--- config.mk ---
export PLATFORM = sky130hd
export DESIGN_NAME = regs7_serializer
export DESIGN_NICKNAME = d
export VERILOG_FILES = /design/src/rtl/regs7_serializer.sv
export SDC_FILE = /design/constraint.sdc
export NUM_CORES = 1
export LEC_CHECK = 0
export ABC_AREA = 1
export CORE_MARGIN = 3
export CORE_UTILIZATION = 40
export CTS_CLUSTER_DIAMETER = 200
export DETAILED_ROUTE_END_ITERATION = 7
export GPL_TIMING_DRIVEN = 1
export PLACE_DENSITY = 0.77
export SYNTH_ARGS = -nofsm -noshare
export SYNTH_HDL_FRONTEND = slang
export SYNTH_SLANG_ARGS = --single-unit
--- constraint.sdc ---
create_clock -name clk -period 1.3 [get_ports clk]
set_input_delay 0.26 -clock clk [delete_from_list [all_inputs] [get_ports clk]]
set_output_delay 0.26 -clock clk [all_outputs]
set_load 0.02 [all_outputs]
--- src/rtl/regs7_serializer.sv ---
// Seven-word parallel-to-serial converter: loads a whole frame, then emits it oldest word first
// with valid/ready handshaking on both sides and zero-bubble back-to-back frames.
//   state | meaning
//   IDLE  | no frame held, ready to load
//   SHIFT | frame held, dout_valid high, beat counter selects position in frame
module regs7_serializer #(
    parameter int DATA_WIDTH = 8,
    parameter int REGDEPTH   = 7
) (
    input  logic                  clk,
    input  logic                  rst_n,
    input  logic [DATA_WIDTH-1:0] din07,
    input  logic [DATA_WIDTH-1:0] din06,
    input  logic [DATA_WIDTH-1:0] din05,
    input  logic [DATA_WIDTH-1:0] din04,
    input  logic [DATA_WIDTH-1:0] din03,
    input  logic [DATA_WIDTH-1:0] din02,
    input  logic [DATA_WIDTH-1:0] din01,
    input  logic                  in_valid,
    output logic                  in_ready,
    output logic [DATA_WIDTH-1:0] dout,
    output logic                  dout_valid,
    input  logic                  dout_ready,
    output logic                  dout_last,
    output logic                  busy
);

    typedef enum logic {
        IDLE  = 1'b0,
        SHIFT = 1'b1
    } state_t;

    localparam logic [2:0] LAST_IDX = 3'(REGDEPTH - 1);

    state_t                r_state;
    state_t                w_state_nxt;
    logic [2:0]            r_cnt;
    logic [2:0]            w_cnt_nxt;
    logic [DATA_WIDTH-1:0] r_buf [REGDEPTH];
    logic                  w_load;
    logic                  w_xfer;

    assign dout_valid = (r_state == SHIFT);
    assign busy       = (r_state == SHIFT);
    assign dout_last  = (r_state == SHIFT) && (r_cnt == LAST_IDX);
    assign in_ready   = (r_state == IDLE) || (dout_last && dout_ready);
    assign dout       = r_buf[0];
    assign w_load     = in_valid && in_ready;
    assign w_xfer     = dout_valid && dout_ready;

    always_ff @(posedge clk or negedge rst_n) begin
        if (!rst_n) begin
            r_state <= IDLE;
            r_cnt   <= 3'd0;
        end else begin
            r_state <= w_state_nxt;
            r_cnt   <= w_cnt_nxt;
        end
    end

    // A load can only coincide with a transfer on the last beat, so it simply restarts the frame.
    always_comb begin
        w_state_nxt = r_state;
        w_cnt_nxt   = r_cnt;
        if (w_load) begin
            w_state_nxt = SHIFT;
            w_cnt_nxt   = 3'd0;
        end else if (w_xfer) begin
            if (r_cnt == LAST_IDX) begin
                w_state_nxt = IDLE;
                w_cnt_nxt   = 3'd0;
            end else begin
                w_cnt_nxt = r_cnt + 3'd1;
            end
        end
    end

    // Entry 0 is always the word on dout; zeros shift in so dout returns to 0 after a frame.
    always_ff @(posedge clk or negedge rst_n) begin
        if (!rst_n) begin
            for (int i = 0; i < REGDEPTH; i++) begin
                r_buf[i] <= '0;
            end
        end else if (w_load) begin
            r_buf[0] <= din07;
            r_buf[1] <= din06;
            r_buf[2] <= din05;
            r_buf[3] <= din04;
            r_buf[4] <= din03;
            r_buf[5] <= din02;
            r_buf[6] <= din01;
        end else if (w_xfer) begin
            for (int i = 0; i < REGDEPTH - 1; i++) begin
                r_buf[i] <= r_buf[i+1];
            end
            r_buf[REGDEPTH-1] <= '0;
        end
    end

endmodule

Yosys cells after proc, flatten, opt, wreduce, memory -nomap -nowiden

Index checks and enable logic that the tools add are counted.

Register bits: 60
Bits in latches: 0
Memory bits (writable): 0
ROM bits: 0
Input port bits: 60
Output and inout port bits: 12
Word-level logic and storage cells: 28
Memories: 0

Add/sub/neg operators: 1
Multipliers: 0
Div/mod/pow operators: 0
$lt $le $gt $ge: 0
Eq/ne operators: 1
Shift-type cells: 0
Mux-type cells: 8
Bitwise gates (word level): 1
Reductions and logical operators: 8

Operators with widths:

| kind                | count |
|---|---|
| $mux 56             | 2 |
| $mux 3              | 3 |
| $logic_and 1x1->1   | 4 |
| $reduce_bool 2->1   | 2 |
| $add 3x1->3 const B | 1 |
| $eq 3x3->1 const B  | 1 |
| $mux 1              | 3 |
| $reduce_and 2->1    | 1 |
| $logic_or 1x1->1    | 1 |
| $not 1->1           | 1 |

Depth between registers and ports, before layout

Depth in word-level cells: 7
Depth in mapped cells: 9

Worst setup path after synthesis

No wires, ideal clock.

Kind: register to register
Start: register r_state (netlist: busy)
End: register r_buf[6] (netlist name)
Arrival: 1.291 ns
Slack: -0.125 ns
Stages on the path, launching flop included: 6
Path buffers: 0
Period minus slack after synthesis: 1.425 ns
Cells stage by stage: dfrtp_1 nand2_1 nand2_1 clkinv_1 nand3_1 o21ai_0

Word-level cells in the longest chain between the ends: 5

RTL lines:

| item                                         | RTL line | RTL |
|---|---|---|
| start, declared                              | 35       | `state_t r_state;` |
| start signal, assigned                       | 56       | `r_state <= w_state_nxt;` |
| $logic_and 1x1->1                            | 45       | `assign dout_last = (r_state == SHIFT) && (r_cnt == LAST_IDX);` |
| $logic_and 1x1->1                            | 46       | `assign in_ready = (r_state == IDLE) \|\| (dout_last && dout_ready);` |
| $logic_or 1x1->1 (*)                         | 46       |  |
| net in_ready                                 | 20       | `output logic in_ready,` |
| $logic_and 1x1->1 (*)                        | 48       | `assign w_load = in_valid && in_ready;` |
| $mux 56 or $reduce_bool 2->1 (tied branches) | --       |  |
| end signal, assigned by index                | 94       | `r_buf[i] <= r_buf[i+1];` |
| end, declared                                | 39       | `logic [DATA_WIDTH-1:0] r_buf [REGDEPTH];` |

Mark *: on every way through the listed nets, which the timed path passes. The rest lies on a longest branch.
A chain may end at the register's enable or synchronous reset.

Worst setup path in the final report

Start: register r_cnt[0]
End: output in_ready

Word-level cells in the longest chain between the ends: 4

RTL lines:

| item                   | RTL line | RTL |
|---|---|---|
| start, declared        | 37       | `logic [2:0] r_cnt;` |
| start signal, assigned | 57       | `r_cnt <= w_cnt_nxt;` |
| $eq 3x3->1             | 45       |  |
| $logic_and 1x1->1      | 45       |  |
| $logic_and 1x1->1      | 46       |  |
| $logic_or 1x1->1       | 46       |  |
| end, declared          | 20       |  |

Every way passes these cells.

==> impl_metrics.ini <==
[yosys]
yosysTopAreaCell = dfrtp_1
synth-seq-cells = 60
synth_warnings = 0
synth_top_area_share = 0.445
synth_cell_types = 18
synth_area_sq_mm = 0.00337
syn_avg_cell_area_sq_um = 7.02
seq_area_frac_synth = 0.445
syn_inst = 481
syn-num-nets = 541
synth_area_leaders = dfrtp_1, nand2_1, inv_1

[cts]
cts_made_buffers = 9
h-tree-depth = 3
cts_tree = done
cts_sinks = 60
clockBufferDepth = 2
clock_latency_ns = 0.34
clk_pin_slew_ns = 0.07
cts_root_buf = clkbuf_8

[global_routing]
grt_pass1_vias = 3458
grt_max_degree = 61
antenna_found_initial = 0
overflow = 0
grt_first_pass_wirelength_mm = 16.3
grt.total_usage = 0.208

[die]
dieArea_sq_mm = 0.00957
rows = 32
die_h_microns = 97.9
io_pins = 72
die-width_microns = 97.9
initial_core_util = 0.424
core_area_sq_mm = 0.00797

[sta]
setup_slack_ns = -0.217
finalCriticalPeriod_ns = 1.52
worstMarginPinSlew_ns = 0.332
fin_setup_tns_ns = -8.92
rsz0062_at_grt = yes
max_freq_mhz = 659
hold_violations = 0
finalSetupViolations = 63
slew_headroom = 0.779
finClkSkew_ns = 0.00942
slew_viol_final = 0
post-route-period-util = 1.17
hold_slack_ns = 0.246

[setup_path]
cp-start-kind = flip-flop
cp-end-kind = output pin
r2r_slack_ns = -0.19
worst_path_most_repeated_cell = nand2_4
crit_fanout = 2
reg2reg_to = r_buf[37]$_DFFE_PN0P_
required_ns = 1.04
crit_type = reg2out
cp_slowest_stage_delay_ns = 0.41
arrival_ns = 1.26
cpMaxStageDelayCell = dfrtp_1
rr_worst_depth = 9
r2r-start = r_cnt[0]$_DFFE_PN0P_
worstPathCellList = inv_2 -> nand3_4 -> nand2_4 -> nand2_4 -> inv_4 -> buf_6

[drt]
firstDrtPassIters = 5
first_iter_violations = 366
final_antenna_net_count = 0
via_per_inst = 5.13
wl_mm = 10.3
drc = 0
vias = 3465
wire_per_inst_microns = 15.2

[outcome]
violations = negative setup slack
status = finished, violations left

[hold_path]
min-delay-start = in_valid
min_delay_path_depth = 3
holdPathEnd = busy$_DFFE_PN0P_
holdCritPathClass = in2reg

[placed_design]
io_buffers = 71
dp_hpwl_mm = 5.76
place_congestion = 0.776
dp_slack_ns = -0.540
dp_cells = 641

[power]
peakVddDrop_mv = 0.787
p_leak_nw = 2.70
p_per_area_mw_per_mm2 = 1710

[final_layout]
fin_nets = 629
diodes = 0
drive_above_1_share = 0.223
syn_to_final_growth_pct = 47.5
fill_cells = 655
final_cells = 675

[run]
drv_cap = 0
[how the worst max path moves through the flow]
stage / depth (start not counted) / to / slack, ns / from
floorplan: 6 / r_buf[32]$_DFFE_PN0P_ / 0.01 / busy$_DFFE_PN0P_
global placement: 6 / in_ready / -0.54 / dout_ready
detailed placement: 6 / in_ready / -0.54 / dout_ready
CTS: 4 / dout_last / -0.18 / r_cnt[0]$_DFFE_PN0P_
global route: 6 / in_ready / -0.26 / r_cnt[0]$_DFFE_PN0P_
finish: 6 / in_ready / -0.22 / r_cnt[0]$_DFFE_PN0P_
[placed cells by master (no fill, tap or decap), types with 2 or more instances in the layout]
master and instances:
clkdlybuf4s50_1 57, nand2_1 125, a21oi_1 2, nand2_4 4, buf_12 8, dfrtp_1 59
nand2_2 26, clkdlybuf4s15_1 5, clkbuf_2 3, buf_2 2, clkbuf_8 10, buf_16 2
buf_6 18, nand3_4 2, clkbuf_16 2, inv_1 99, nand4_1 48, nand3_2 10
nand3_1 47, inv_2 2, clkinv_2 3, inv_4 2, o21ai_2 7, buf_4 19
[report_power, final]
| group | switching [mW] | leakage [nW] | internal [mW] |
|---|---|---|---|
| Combinational | 2.11 | 1.80 | 1.76 |
| Sequential | 0.410 | 0.802 | 2.56 |
| Clock | 0.770 | 0.0979 | 0.917 |
| Total | 3.29 | 2.70 | 5.24 |
[through the flow]
step / utilization / cell area [sq um] / power [mW]
global route: 0.625 / 4980 / 9.07
detailed placement: 0.536 / 4270 / 5.83
finish: 0.625 / 4980 / 8.53
CTS: 0.592 / 4710 / 7.91
global placement: 0.536 / 4270 / 5.72
floorplan: - / 3400 / 4.86
[timing repair]
action,4_1_cts,5_1_grt
gates cloned,3,4
endpoints found under the setup margin,69,69
endpoints found under the hold margin,60,0
setup buffers,6,7
pin swaps,2,24
hold buffers,1,0
gates resized for setup,73,62
[flip-flops by register name, summed over array words and instances, names as in the netlist]
signal,flops
r_cnt,3
dout,8
busy,1
r_buf,48
[synthesized netlist by cell type]
cell type / n
buf_6: 1
inv_2: 2
nand3_1: 58
nand2_1: 155
clkinv_1: 1
dfrtp_1: 60
nor2_1: 2
inv_1: 100
a21oi_1: 2
nand4_1: 48
o21ai_0: 8
clkbuf_1: 12
a21boi_1: 1
buf_4: 10
buf_2: 18
o21ai_2: 1
xor2_1: 1
nand3_2: 1
[area by class of cell]
cell class | count | area, sq um | share of cell area
Sequential cell | 60 | 1500 | 0.302
Multi-Input combinational cell | 277 | 1480 | 0.298
Timing Repair Buffer | 118 | 1280 | 0.257
Inverter | 103 | 392 | 0.0787
Clock buffer | 10 | 138 | 0.0277
Tap cell | 102 | 128 | 0.0256
Clock inverter | 5 | 52.6 | 0.0106
[layer usage]
metal  up-vias  track usage  part of all wire
met5         -            0                 0
met4         0       0.0809             0.022
met3        22       0.0514             0.065
met2       166        0.347              0.51
met1      1618        0.259              0.40
li1       1659            -                 -
[cell families (layout without fill, tap and decap cells)]
group | count (synthesis) | in the layout | synth area share
flops | 60 | 60 | 0.445
xor+xnor | 1 | 1 | 0.00260
simple gates | 264 | 264 | 0.353
buf+inv | 144 | 236 | 0.180
compound gates | 12 | 12 | 0.0197
[critical path, delay by kind of cell (launching register included)]
| family | cells | cell delay [ns] |
|---|---|---|
| buffers and inverters | 3 | 0.25 |
| and+or+nand+nor | 3 | 0.26 |
| DFF | 1 | 0.41 |
(Power assumes the default switching activity.)
